--- config.mk ---
export PLATFORM = sky130hd
export DESIGN_NAME = spi_fifo_master_flat
export DESIGN_NICKNAME = d
export VERILOG_FILES = /design/src/rtl/spi_fifo_master_if.sv /design/src/rtl/spi_fifo_master.sv /design/src/flat_wrapper.sv
export SDC_FILE = /design/constraint.sdc
export NUM_CORES = 1
export LEC_CHECK = 0
export CAP_MARGIN = 20
export CORE_UTILIZATION = 50
export CTS_BUF_LIST = sky130_fd_sc_hd__clkbuf_16
export CTS_CLUSTER_DIAMETER = 80
export DETAILED_ROUTE_END_ITERATION = 16
export PLACE_DENSITY = 0.71
export SLEW_MARGIN = 30
export SYNTH_ARGS = -nofsm -noshare
export SYNTH_HDL_FRONTEND = slang
export SYNTH_SLANG_ARGS = --single-unit
--- constraint.sdc ---
create_clock -name raw_clk -period 4.5 [get_ports raw_clk]
set_input_delay 1.35 -clock raw_clk [delete_from_list [all_inputs] [get_ports raw_clk]]
set_output_delay 1.35 -clock raw_clk [all_outputs]
set_load 0.05 [all_outputs]
--- src/rtl/spi_fifo_master_if.sv ---
// ---------------------------------------------------------------------------
// spi_fifo_master_if
//   Bundle of every non-clock signal of spi_fifo_master: the register-block
//   side (TX push, RX pop, status) and the SPI pins.
//
//   Parameter: DEPTH  FIFO entries per direction (sets count widths).
//
//   Handshake semantics: wr_en and rd_en are single-cycle strobes with no
//   ready back-pressure. A push is taken when wr_en is high and the TX FIFO
//   is not full (or is popped in the same cycle); otherwise the word is
//   dropped and overflow is set. A pop is taken when rd_en is high and
//   rx_empty is low; rd_data always shows the RX head (first-word-fall-
//   through, zero when empty).
//
//   Modports:
//     master : the side that owns the FIFO strobes (register block) and also
//              drives miso (the attached SPI device).
//     slave  : spi_fifo_master itself.
// ---------------------------------------------------------------------------
interface spi_fifo_master_if #(
    parameter int DEPTH = 8
);
    localparam int CW = $clog2(DEPTH) + 1;

    logic          wr_en;
    logic [15:0]   wr_data;
    logic          width_16;
    logic          rd_en;
    logic [15:0]   rd_data;
    logic          tx_full;
    logic          rx_empty;
    logic [CW-1:0] tx_count;
    logic [CW-1:0] rx_count;
    logic          overflow;
    logic          clear_err;
    logic          busy;
    logic          sclk;
    logic          mosi;
    logic          cs_n;
    logic          miso;

    modport master (
        output wr_en, wr_data, width_16, rd_en, clear_err, miso,
        input  rd_data, tx_full, rx_empty, tx_count, rx_count, overflow,
               busy, sclk, mosi, cs_n
    );

    modport slave (
        input  wr_en, wr_data, width_16, rd_en, clear_err, miso,
        output rd_data, tx_full, rx_empty, tx_count, rx_count, overflow,
               busy, sclk, mosi, cs_n
    );
endinterface

--- src/rtl/spi_fifo_master.sv ---
// ---------------------------------------------------------------------------
// spi_fifo_master
//   SPI mode-0 master with TX and RX FIFOs. Words (8 or 16 bit, width chosen
//   per push) are shifted out MSB first, back-to-back while the TX FIFO has
//   data, with cs_n held low across the burst. Each received word is queued
//   in the RX FIFO (8-bit words zero-extended).
//
//   Parameters:
//     DEPTH    FIFO entries per direction, power of 2, >= 2
//     CLK_DIV  raw_clk cycles per SCLK half-period, >= 1
//
//   Ports:
//     raw_clk    system clock, all logic on posedge
//     reset_n    asynchronous active-low reset
//     bus        spi_fifo_master_if.slave (FIFO strobes, status, SPI pins)
//     state_dbg  current FSM state encoding, for observation only
//
//   Build option:
//     SPI_LOOPBACK_EN  when defined the receive shifter samples the driven
//                      mosi value instead of the miso pin; sclk/mosi/cs_n
//                      still drive the pins.
// ---------------------------------------------------------------------------
module spi_fifo_master #(
    parameter int DEPTH   = 8,
    parameter int CLK_DIV = 4
) (
    input  logic                  raw_clk,
    input  logic                  reset_n,
    spi_fifo_master_if.slave      bus,
    output logic [2:0]            state_dbg
);
    localparam int AW = $clog2(DEPTH);
    localparam int CW = AW + 1;
    localparam int DW = (CLK_DIV > 1) ? $clog2(CLK_DIV) : 1;
    localparam logic [DW-1:0] DIV_LAST = DW'(CLK_DIV - 1);
    localparam logic [CW-1:0] FULL_CNT = CW'(DEPTH);

    typedef enum logic [2:0] {
        S_IDLE  = 3'd0,
        S_LOAD  = 3'd1,
        S_SETUP = 3'd2,
        S_HIGH  = 3'd3,
        S_DONE  = 3'd4
    } state_t;

    state_t state;

    // ---------------- TX FIFO: entry = {width_16, data} ----------------
    logic [16:0]   tx_mem [DEPTH];
    logic [AW-1:0] tx_wr, tx_rd;
    logic [CW-1:0] tx_cnt;
    logic          tx_full_i, tx_push, tx_pop, tx_drop;

    // ---------------- RX FIFO ----------------
    logic [15:0]   rx_mem [DEPTH];
    logic [AW-1:0] rx_wr, rx_rd;
    logic [CW-1:0] rx_cnt;
    logic          rx_full_i, rx_empty_i, rx_push, rx_pop, rx_drop;

    // ---------------- shift engine ----------------
    logic [15:0]   tx_sh, rx_sh;
    logic [4:0]    bits;
    logic [DW-1:0] div_cnt;
    logic          cur_w16;
    logic          sclk_q, mosi_q, cs_q, ovf_q;
    logic [16:0]   tx_head;
    logic [15:0]   load_word;
    logic [15:0]   rx_word;
    logic          sample;

    assign tx_full_i  = (tx_cnt == FULL_CNT);
    assign rx_full_i  = (rx_cnt == FULL_CNT);
    assign rx_empty_i = (rx_cnt == '0);

    // LOAD is only entered with a non-empty TX FIFO and nothing else pops it,
    // so the pop needs no extra qualification.
    assign tx_pop  = (state == S_LOAD);
    // A pop in the same cycle frees a slot, so a push at full still lands.
    assign tx_push = bus.wr_en && (!tx_full_i || tx_pop);
    assign tx_drop = bus.wr_en && tx_full_i && !tx_pop;

    assign rx_pop  = bus.rd_en && !rx_empty_i;
    assign rx_push = (state == S_DONE) && (!rx_full_i || rx_pop);
    assign rx_drop = (state == S_DONE) && rx_full_i && !rx_pop;

    assign tx_head   = tx_mem[tx_rd];
    // 8-bit words are left-aligned so the MSB is always tx_sh[15].
    assign load_word = tx_head[16] ? tx_head[15:0] : {tx_head[7:0], 8'h00};
    // For 8-bit words only the last eight sampled bits belong to this word.
    assign rx_word   = cur_w16 ? rx_sh : {8'h00, rx_sh[7:0]};

`ifdef SPI_LOOPBACK_EN
    assign sample = mosi_q;
`else
    assign sample = bus.miso;
`endif

    // FIFO storage carries no reset: an entry is only read after being written.
    always_ff @(posedge raw_clk) begin
        if (tx_push) tx_mem[tx_wr] <= {bus.width_16, bus.wr_data};
        if (rx_push) rx_mem[rx_wr] <= rx_word;
    end

    always_ff @(posedge raw_clk or negedge reset_n) begin
        if (!reset_n) begin
            tx_wr  <= '0;
            tx_rd  <= '0;
            tx_cnt <= '0;
            rx_wr  <= '0;
            rx_rd  <= '0;
            rx_cnt <= '0;
            ovf_q  <= 1'b0;
        end else begin
            if (tx_push) tx_wr <= tx_wr + 1'b1;
            if (tx_pop)  tx_rd <= tx_rd + 1'b1;
            unique case ({tx_push, tx_pop})
                2'b10:   tx_cnt <= tx_cnt + 1'b1;
                2'b01:   tx_cnt <= tx_cnt - 1'b1;
                default: ;
            endcase

            if (rx_push) rx_wr <= rx_wr + 1'b1;
            if (rx_pop)  rx_rd <= rx_rd + 1'b1;
            unique case ({rx_push, rx_pop})
                2'b10:   rx_cnt <= rx_cnt + 1'b1;
                2'b01:   rx_cnt <= rx_cnt - 1'b1;
                default: ;
            endcase

            // A new error wins over clear_err in the same cycle.
            if (tx_drop || rx_drop) ovf_q <= 1'b1;
            else if (bus.clear_err) ovf_q <= 1'b0;
        end
    end

    // Transfer FSM; all pin outputs are registered here.
    always_ff @(posedge raw_clk or negedge reset_n) begin
        if (!reset_n) begin
            state   <= S_IDLE;
            sclk_q  <= 1'b0;
            mosi_q  <= 1'b0;
            cs_q    <= 1'b1;
            tx_sh   <= '0;
            rx_sh   <= '0;
            bits    <= '0;
            div_cnt <= '0;
            cur_w16 <= 1'b0;
        end else begin
            unique case (state)
                S_IDLE: begin
                    if (tx_cnt != '0) state <= S_LOAD;
                end
                S_LOAD: begin
                    tx_sh   <= load_word;
                    mosi_q  <= load_word[15];
                    cur_w16 <= tx_head[16];
                    bits    <= tx_head[16] ? 5'd16 : 5'd8;
                    cs_q    <= 1'b0;
                    div_cnt <= DIV_LAST;
                    state   <= S_SETUP;
                end
                S_SETUP: begin
                    if (div_cnt == '0) begin
                        // Rising edge: sample in the same cycle sclk goes high.
                        sclk_q  <= 1'b1;
                        rx_sh   <= {rx_sh[14:0], sample};
                        div_cnt <= DIV_LAST;
                        state   <= S_HIGH;
                    end else begin
                        div_cnt <= div_cnt - 1'b1;
                    end
                end
                S_HIGH: begin
                    if (div_cnt == '0) begin
                        sclk_q <= 1'b0;
                        bits   <= bits - 5'd1;
                        if (bits == 5'd1) begin
                            state <= S_DONE;
                        end else begin
                            tx_sh   <= {tx_sh[14:0], 1'b0};
                            mosi_q  <= tx_sh[14];
                            div_cnt <= DIV_LAST;
                            state   <= S_SETUP;
                        end
                    end else begin
                        div_cnt <= div_cnt - 1'b1;
                    end
                end
                S_DONE: begin
                    // RX push happens combinationally in this state.
                    if (tx_cnt != '0) begin
                        state <= S_LOAD;
                    end else begin
                        cs_q  <= 1'b1;
                        state <= S_IDLE;
                    end
                end
                default: state <= S_IDLE;
            endcase
        end
    end

    assign bus.rd_data  = rx_empty_i ? 16'h0000 : rx_mem[rx_rd];
    assign bus.tx_full  = tx_full_i;
    assign bus.rx_empty = rx_empty_i;
    assign bus.tx_count = tx_cnt;
    assign bus.rx_count = rx_cnt;
    assign bus.overflow = ovf_q;
    assign bus.busy     = (state != S_IDLE) || (tx_cnt != '0);
    assign bus.sclk     = sclk_q;
    assign bus.mosi     = mosi_q;
    assign bus.cs_n     = cs_q;
    assign state_dbg    = state;

endmodule
--- src/flat_wrapper.sv ---
// flat-port wrapper written by rule: the top's interface ports become plain ports
module spi_fifo_master_flat 
#(
    parameter int DEPTH   = 8,
    parameter int CLK_DIV = 4
)
  (raw_clk, reset_n, state_dbg, bus_wr_en, bus_wr_data, bus_width_16, bus_rd_en, bus_clear_err, bus_miso, bus_rd_data, bus_tx_full, bus_rx_empty, bus_tx_count, bus_rx_count, bus_overflow, bus_busy, bus_sclk, bus_mosi, bus_cs_n);
  spi_fifo_master_if #(.DEPTH(DEPTH)) bus_i ();
  input  logic raw_clk;
  input  logic reset_n;
  output logic [2:0] state_dbg;
  input wire logic [$bits(bus_i.wr_en)-1:0] bus_wr_en;
  input wire logic [$bits(bus_i.wr_data)-1:0] bus_wr_data;
  input wire logic [$bits(bus_i.width_16)-1:0] bus_width_16;
  input wire logic [$bits(bus_i.rd_en)-1:0] bus_rd_en;
  input wire logic [$bits(bus_i.clear_err)-1:0] bus_clear_err;
  input wire logic [$bits(bus_i.miso)-1:0] bus_miso;
  output wire logic [$bits(bus_i.rd_data)-1:0] bus_rd_data;
  output wire logic [$bits(bus_i.tx_full)-1:0] bus_tx_full;
  output wire logic [$bits(bus_i.rx_empty)-1:0] bus_rx_empty;
  output wire logic [$bits(bus_i.tx_count)-1:0] bus_tx_count;
  output wire logic [$bits(bus_i.rx_count)-1:0] bus_rx_count;
  output wire logic [$bits(bus_i.overflow)-1:0] bus_overflow;
  output wire logic [$bits(bus_i.busy)-1:0] bus_busy;
  output wire logic [$bits(bus_i.sclk)-1:0] bus_sclk;
  output wire logic [$bits(bus_i.mosi)-1:0] bus_mosi;
  output wire logic [$bits(bus_i.cs_n)-1:0] bus_cs_n;
  assign bus_i.wr_en = bus_wr_en;
  assign bus_i.wr_data = bus_wr_data;
  assign bus_i.width_16 = bus_width_16;
  assign bus_i.rd_en = bus_rd_en;
  assign bus_i.clear_err = bus_clear_err;
  assign bus_i.miso = bus_miso;
  assign bus_rd_data = bus_i.rd_data;
  assign bus_tx_full = bus_i.tx_full;
  assign bus_rx_empty = bus_i.rx_empty;
  assign bus_tx_count = bus_i.tx_count;
  assign bus_rx_count = bus_i.rx_count;
  assign bus_overflow = bus_i.overflow;
  assign bus_busy = bus_i.busy;
  assign bus_sclk = bus_i.sclk;
  assign bus_mosi = bus_i.mosi;
  assign bus_cs_n = bus_i.cs_n;
  spi_fifo_master #(.DEPTH(DEPTH), .CLK_DIV(CLK_DIV)) u_core (.raw_clk(raw_clk), .reset_n(reset_n), .bus(bus_i), .state_dbg(state_dbg));
endmodule
* Yosys cells after proc, flatten, opt, wreduce, memory -nomap -nowiden
Memory sizes are Yosys's and may differ from the RTL's. Cells that the tools add are included.
Word-level totals: flip-flop bits (word level) 66, input port bits 23, memories 2, output and inout port bits 34, memory bits (writable) 264, word-level logic and storage cells 115
Operators by class: add/sub/neg operators 10, eq/ne operators 17, multiplexer cells 35, reduce and logical (&&, ||, !) cells 35
Memory list:
- u_core.tx_mem | depth 8, width 17, rd ports 1, clocked after Yosys merged registers in 0, wr ports 1, line spi_fifo_master.sv:49 | logic [16:0] tx_mem [DEPTH];
- u_core.rx_mem | depth 8, width 16, rd ports 1, clocked after Yosys merged registers in 0, wr ports 1, line spi_fifo_master.sv:55 | logic [15:0] rx_mem [DEPTH];
Operators with widths (count):
- 2-to-1 mux 16 bit | 3
- 2-to-1 mux 15 bit | 2
- one-hot mux 15 bit (2 select lines) | 1
- one-hot mux 4 bit (2 select lines) | 2
- one-hot mux 3 bit (5 select lines) | 1
- adder 3 x 1 -> 3 bit (second input constant) | 4
- 2-to-1 mux 1 bit | 12
- 2-to-1 mux 3 bit | 4
- nonzero test 2 bit | 6
- 2-to-1 mux 5 bit | 2
- one-hot mux 5 bit (2 select lines) | 1
- AND reduction 3 bit | 3
- adder 4 x 1 -> 4 bit (second input constant) | 2
- equality test 4 bit (second input constant) | 2
- AND reduction 2 bit | 4
- subtractor 4 x 1 -> 4 bit (second input constant) | 2
- logical AND 1 bit | 7
- equality test 3 x 2 -> 1 bit (second input constant) | 2
- 2-to-1 mux 2 bit | 3
- != test 2 x 1 -> 1 bit (second input constant) | 3
- one-hot mux 1 bit (2 select lines) | 3
- one-hot mux 2 bit (3 select lines) | 1
- nonzero test 3 bit | 2
- equality test 5 x 1 -> 1 bit (second input constant) | 1
- other kinds (14) | 24

* Longest topological paths before layout
Gate-level depths: netlist (run 1).
word-level depth 7, gate-level depth with buffers 12, mapped depth without buffers 11

* Least setup slack after synthesis (run 1)
OpenSTA, ideal clock, no wires.
kind input -> register, start input port bus_rd_en, end memory u_core.rx_mem[0][0], enable pin, cell stages on the path 5, setup slack 0.533 ns, path buffers 0, setup time 0.430 ns, required time 4.070 ns, arrival 3.537 ns, path through nand2b_1 -> nor4_1 -> nor2_1 -> clkinv_1 -> nor4_1
On the way: cells in the longest elaborated chain, start to end 5
RTL lines:
- from (decl) | line flat_wrapper.sv:15 | input wire logic [$bits(bus_i.rd_en)-1:0] bus_rd_en;
- logical AND 1 bit | line spi_fifo_master.sv:82 | assign rx_pop = bus.rd_en && !rx_empty_i;
- logical OR 1 bit | line spi_fifo_master.sv:83 | assign rx_push = (state == S_DONE) && (!rx_full_i || rx_pop);
- logical AND 1 bit | line spi_fifo_master.sv:83
- 2-to-1 mux 1 bit | line spi_fifo_master.sv:101 | if (rx_push) rx_mem[rx_wr] <= rx_word;
- 2-to-1 mux 1 bit (implied by the code) | line spi_fifo_master.sv:101
- to (decl) | line spi_fifo_master.sv:55
Every way passes these cells.

* Worst setup path in the final report (run 1)
start register u_core.rx_rd[0], end output port bus_rd_data[15]
On the way: cells in the longest elaborated chain, start to end 2
RTL lines:
- from (decl) | line spi_fifo_master.sv:56 | logic [AW-1:0] rx_wr, rx_rd;
- from (signal assigned) | line spi_fifo_master.sv:123 | if (rx_pop) rx_rd <= rx_rd + 1'b1;
- memory (8 x 16 bit)
- 2-to-1 mux 16 bit | line spi_fifo_master.sv:203 | assign bus.rd_data = rx_empty_i ? 16'h0000 : rx_mem[rx_rd];
- to (decl) | line flat_wrapper.sv:18 | output wire logic [$bits(bus_i.rd_data)-1:0] bus_rd_data;
Every way passes these cells.

==> results of run 1 <==
[area by class of cell]
| class | count | area (um^2) |
|---|---|---|
| fill | 1892 | 10600 |
| sequential | 330 | 9580 |
| multi-input combinational | 351 | 3540 |
| clock buffer | 35 | 876 |
| timing repair buffer | 83 | 796 |
| tap | 335 | 419 |
| clock inverter | 28 | 191 |
| inverter | 14 | 52.6 |
[layout by cell type, fill, tap and decap left out, types with 4 or more instances in the layout]
| cell | instances |
|---|---|
| nand2_1 | 31 |
| o211ai_1 | 9 |
| a21oi_1 | 12 |
| xnor2_1 | 10 |
| inv_1 | 21 |
| clkdlybuf4s50_1 | 55 |
| nand3_1 | 4 |
| xor2_1 | 7 |
| edfxtp_1 | 264 |
| clkinv_1 | 13 |
| mux2_2 | 22 |
| clkbuf_16 | 35 |
| nor3_2 | 6 |
| o21ai_0 | 12 |
| ha_1 | 12 |
| and2_1 | 8 |
| a2bb2oi_1 | 4 |
| mux4_2 | 64 |
| o21a_1 | 5 |
| buf_4 | 24 |
| nor3_1 | 5 |
| nand2b_1 | 9 |
| o22a_1 | 9 |
| mux2i_1 | 37 |
| dfrtp_1 | 63 |
| nor2_1 | 49 |
[power by group through the flow]
stage / Sequential (uW) / Clock [uW] / Combinational [uW]
2_1_floorplan: 4210 / 0 / 2390
3_3_place_gp: 4210 / 0 / 3310
3_5_place_dp: 4250 / 0 / 3400
4_1_cts: 4190 / 2700 / 3410
5_1_grt: 4250 / 2820 / 3650
6_report: 4190 / 2650 / 3370
[per-stage QoR]
stage                     hold WS (ps)  utilization  power [uW]  instances
after global placement             468        0.552        7520       1113
after global routing               491        0.593       10700       1176
after detailed placement           467        0.552        7650       1113
after CTS                          475        0.593       10300       1176
after floorplan                    457            -        6600        729
final                              477        0.593       10200       1176
[cells by family after synthesis]
logic type | synth area share
flip-flops | 0.722
AND/OR/NAND/NOR | 0.0451
multiplexers | 0.156
AO/OA/AOI/OAI | 0.0369
buffers and inverters | 0.0162
XOR/XNOR | 0.0112
adder cells (fa/ha/maj) | 0.0128
[how the worst max path moves through the flow]
stage                     slack (ps)                     end  cells after the start
after CTS                        370         bus_rd_data[15]                      5
after floorplan                  530     u_core.rx_mem[0][0]                      5
final                            430         bus_rd_data[15]                      5
after detailed placement         600  u_core.bus.rx_count[2]                     12
after global placement           720  u_core.bus.rx_count[2]                     12
after global routing             290          bus_rd_data[7]                      5
[flip-flops by register name, indices dropped and copies added (netlist names), 2 cells and up]
signal and count:
u_core.bits 5, u_core.bus.rx_count 4, u_core.bus.tx_count 4, u_core.div_cnt 2
u_core.rx_mem 128, u_core.rx_rd 3, u_core.rx_sh 16, u_core.rx_wr 3
u_core.state_dbg 3, u_core.tx_mem 136, u_core.tx_rd 3, u_core.tx_sh 15
u_core.tx_wr 3
[metal layers]
metal | vias up | track usage | part of all wire
met4 | 0 | 0.0676 | 0.022
met2 | 152 | 0.363 | 0.53
met3 | 52 | 0.0316 | 0.043
met1 | 3523 | 0.240 | 0.40
met5 | - | 0 | 0
li1 | 3038 | - | -
[worst register-to-register path, cell delays in order (launching register included)]
cell	delay [ps]
dfrtp_1	350
buf_4	200
nor2_1	320
nand2_1	90
nor2_1	250
clkinv_1	320
ha_1	340
xor2_1	160
ha_1	190
a21oi_1	150
xnor2_1	140
nor2_1	70
xor2_1	140
==> key figures, run 1 <==
Finish
  – Proportion of layout cells with a drive suffix above 1: 0.207
  – Antenna cell count: 0
  – Post-synthesis to final-layout area growth: 16.4%
  – Non-Filler Cell Area, Final: 15500 um^2
  – NumNets Final: 851

Worst setup path
  – Buffers and inverters on the worst path: 2
  – Critical R2R Capture: u_core.bus.rx_count[2]
  – Top delay family on crit path: buffers and inverters
  – Element type at the critical path end: primary output
  – Type of element launching the critical path: flip-flop
  – Crit Reg-Reg Startpoint: u_core.state_dbg[1]
  – Category of the critical setup timing path: reg -> out
  – Largest incremental delay on the critical path: 700 ps
  – Data arrival time at the worst-slack endpoint: 2720 ps
  – Setup crit start: u_core.rx_rd[0]
  – CP Cell Sequence: buf_12 -> mux4_2 -> mux2i_1 -> nor2_1 -> clkdlybuf4s50_1
  – R2R setup slack: 1640 ps
  – Maximum net fanout on the critical path: 16
  – Depth of the worst register-to-register path: 12
  – Required time of the critical path: 3150 ps
  – Critical Path Slowest Stage Cell: clkdlybuf4s50_1

Synthesis
  – Distinct cell type count after synthesis: 54
  – Leading cell types by total area after synthesis: edfxtp_1 (60%), dfrtp_1 (12%), mux4_2 (11%)
  – Post-synthesis cell count: 729
  – Most frequent cell after synthesis: edfxtp_1
  – Leading post-synthesis cells by instance count: edfxtp_1 (264), dfrtp_1 (65), mux4_2 (64)
  – Number of warnings issued by yosys: 0
  – Most instantiated flip-flop cell in the synthesis netlist: edfxtp_1
  – EDFF count, synth: 264
  – Sequential cell area fraction in the yosys report: 0.722
  – Post-synth net total: 765
  – Dominant cell type by area after synthesis: edfxtp_1
  – Combined area of all synthesized cells: 13300 um^2
  – Flip-flop and latch count after synthesis: 330
  – Post-Synthesis Mean Instance Area: 18.2 um^2
  – Fraction of registers with async set/reset: 0.200
  – Share of the synthesized area in the top cell type: 0.597

Floorplan
  – Number of placed I/O pins: 57
  – Core region area: 26100 um^2
  – Die boundary height: 165 um
  – Starting Density: 0.509
  – Number of rows created at floorplan: 59
  – Chip width: 165 um
  – Die ar.: 27200 um^2

CTS
  – Maximum buffer depth of the clock tree: 3
  – Number of H-tree branching levels: 2
  – CTS tree: done
  – TritonCTS buffer count: 35
  – Count of buffers added by post-CTS timing repair for setup: 0
  – CTS sink count: 330
  – Post-CTS Hold Buffers: 0
  – Clock latency at the later pin of the worst-skew pair: 520 ps
  – Post-CTS sizing: 0
  – Root Buffer Master: clkbuf_16
  – CTS clk-pin slew, worst paths: 60 ps

Power
  – Ratio of total power to cell area: 661 nW/um^2
  – Combinational group share of total power: 0.330
  – Int Pwr: 6760 uW
  – Sequential power share: 0.411
  – Leakage: 0.00538 uW
  – Switching Power: 3450 uW
  – Switching share of total power: 0.338
  – Clock group share of total power: 0.259
  – Maximum resistive drop on vdd: 586 uV

STA
  – Post-route fraction of the period consumed by the critical path: 0.905
  – Tmin final: 4070 ps
  – Worst Max-Slew Pin Slew: 853 ps
  – Hold violation count in the final report: 0
  – Top achievable clock speed: 0.245 GHz
  – Total negative slack for setup checks: 0 ps
  – Unrepaired setup endpoints after global routing: no
  – Final WS setup: 425 ps
  – Count of endpoints failing setup in the final report: 0
  – Max Slew Vio Count: 0
  – Rel. slew slack: 0.430
  – Final clock skew: 27.8 ps

Place
  – Global placer's final weighted congestion: 0.774
  – Total cell area at the placement stage: 14400 um^2
  – Buffers added on ports: 56
  – Placement Setup Slack: 599 ps
  – Post-detailed-placement half-perimeter wirelength: 15300 um

GRT
  – Initial antenna violation count: 0
  – Pin count of the biggest net entering global routing: 38
  – GRT overflow: 0
  – Global router's overall resource usage: 0.199
  – Global-route wire length before repair: 40000 um
  – Via count of the first global-routing pass: 7234

Hold path
  – Worst hold stages: 1
  – Classification of the worst-slack hold path: reg -> reg
  – Destination of the worst hold path: u_core.rx_rd[2]
  – Start point of the worst hold path: u_core.rx_rd[2]

Route
  – Post-route ant nets: 0
  – Post-DR vias/cell: 5.75
  – Iter 0 DRT Violations: 512
  – Routed WL per cell: 21.8 um
  – Number of remaining DRC errors: 0
  – DRT Pass-1 Iters: 4
  – Vias after detailed routing: 6765
  – Total Wirelength: 25600 um

Outcome
  – Outcome: finished clean

Flow run
  – Number of max-cap violations: 0
Note: power is estimated with default switching activity, not from simulation.
==> run 2, diff against run 1 <==
--- a/config.mk
+++ b/config.mk
@@ -10,6 +10,7 @@
 export CTS_BUF_LIST = sky130_fd_sc_hd__clkbuf_16
 export CTS_CLUSTER_DIAMETER = 80
 export DETAILED_ROUTE_END_ITERATION = 16
+export GPL_ROUTABILITY_DRIVEN = 0
 export PLACE_DENSITY = 0.71
 export SLEW_MARGIN = 30
 export SYNTH_ARGS = -nofsm -noshare
==> results of run 2 <==
The final DEF is identical to that of run 1; final timing and power are the same.
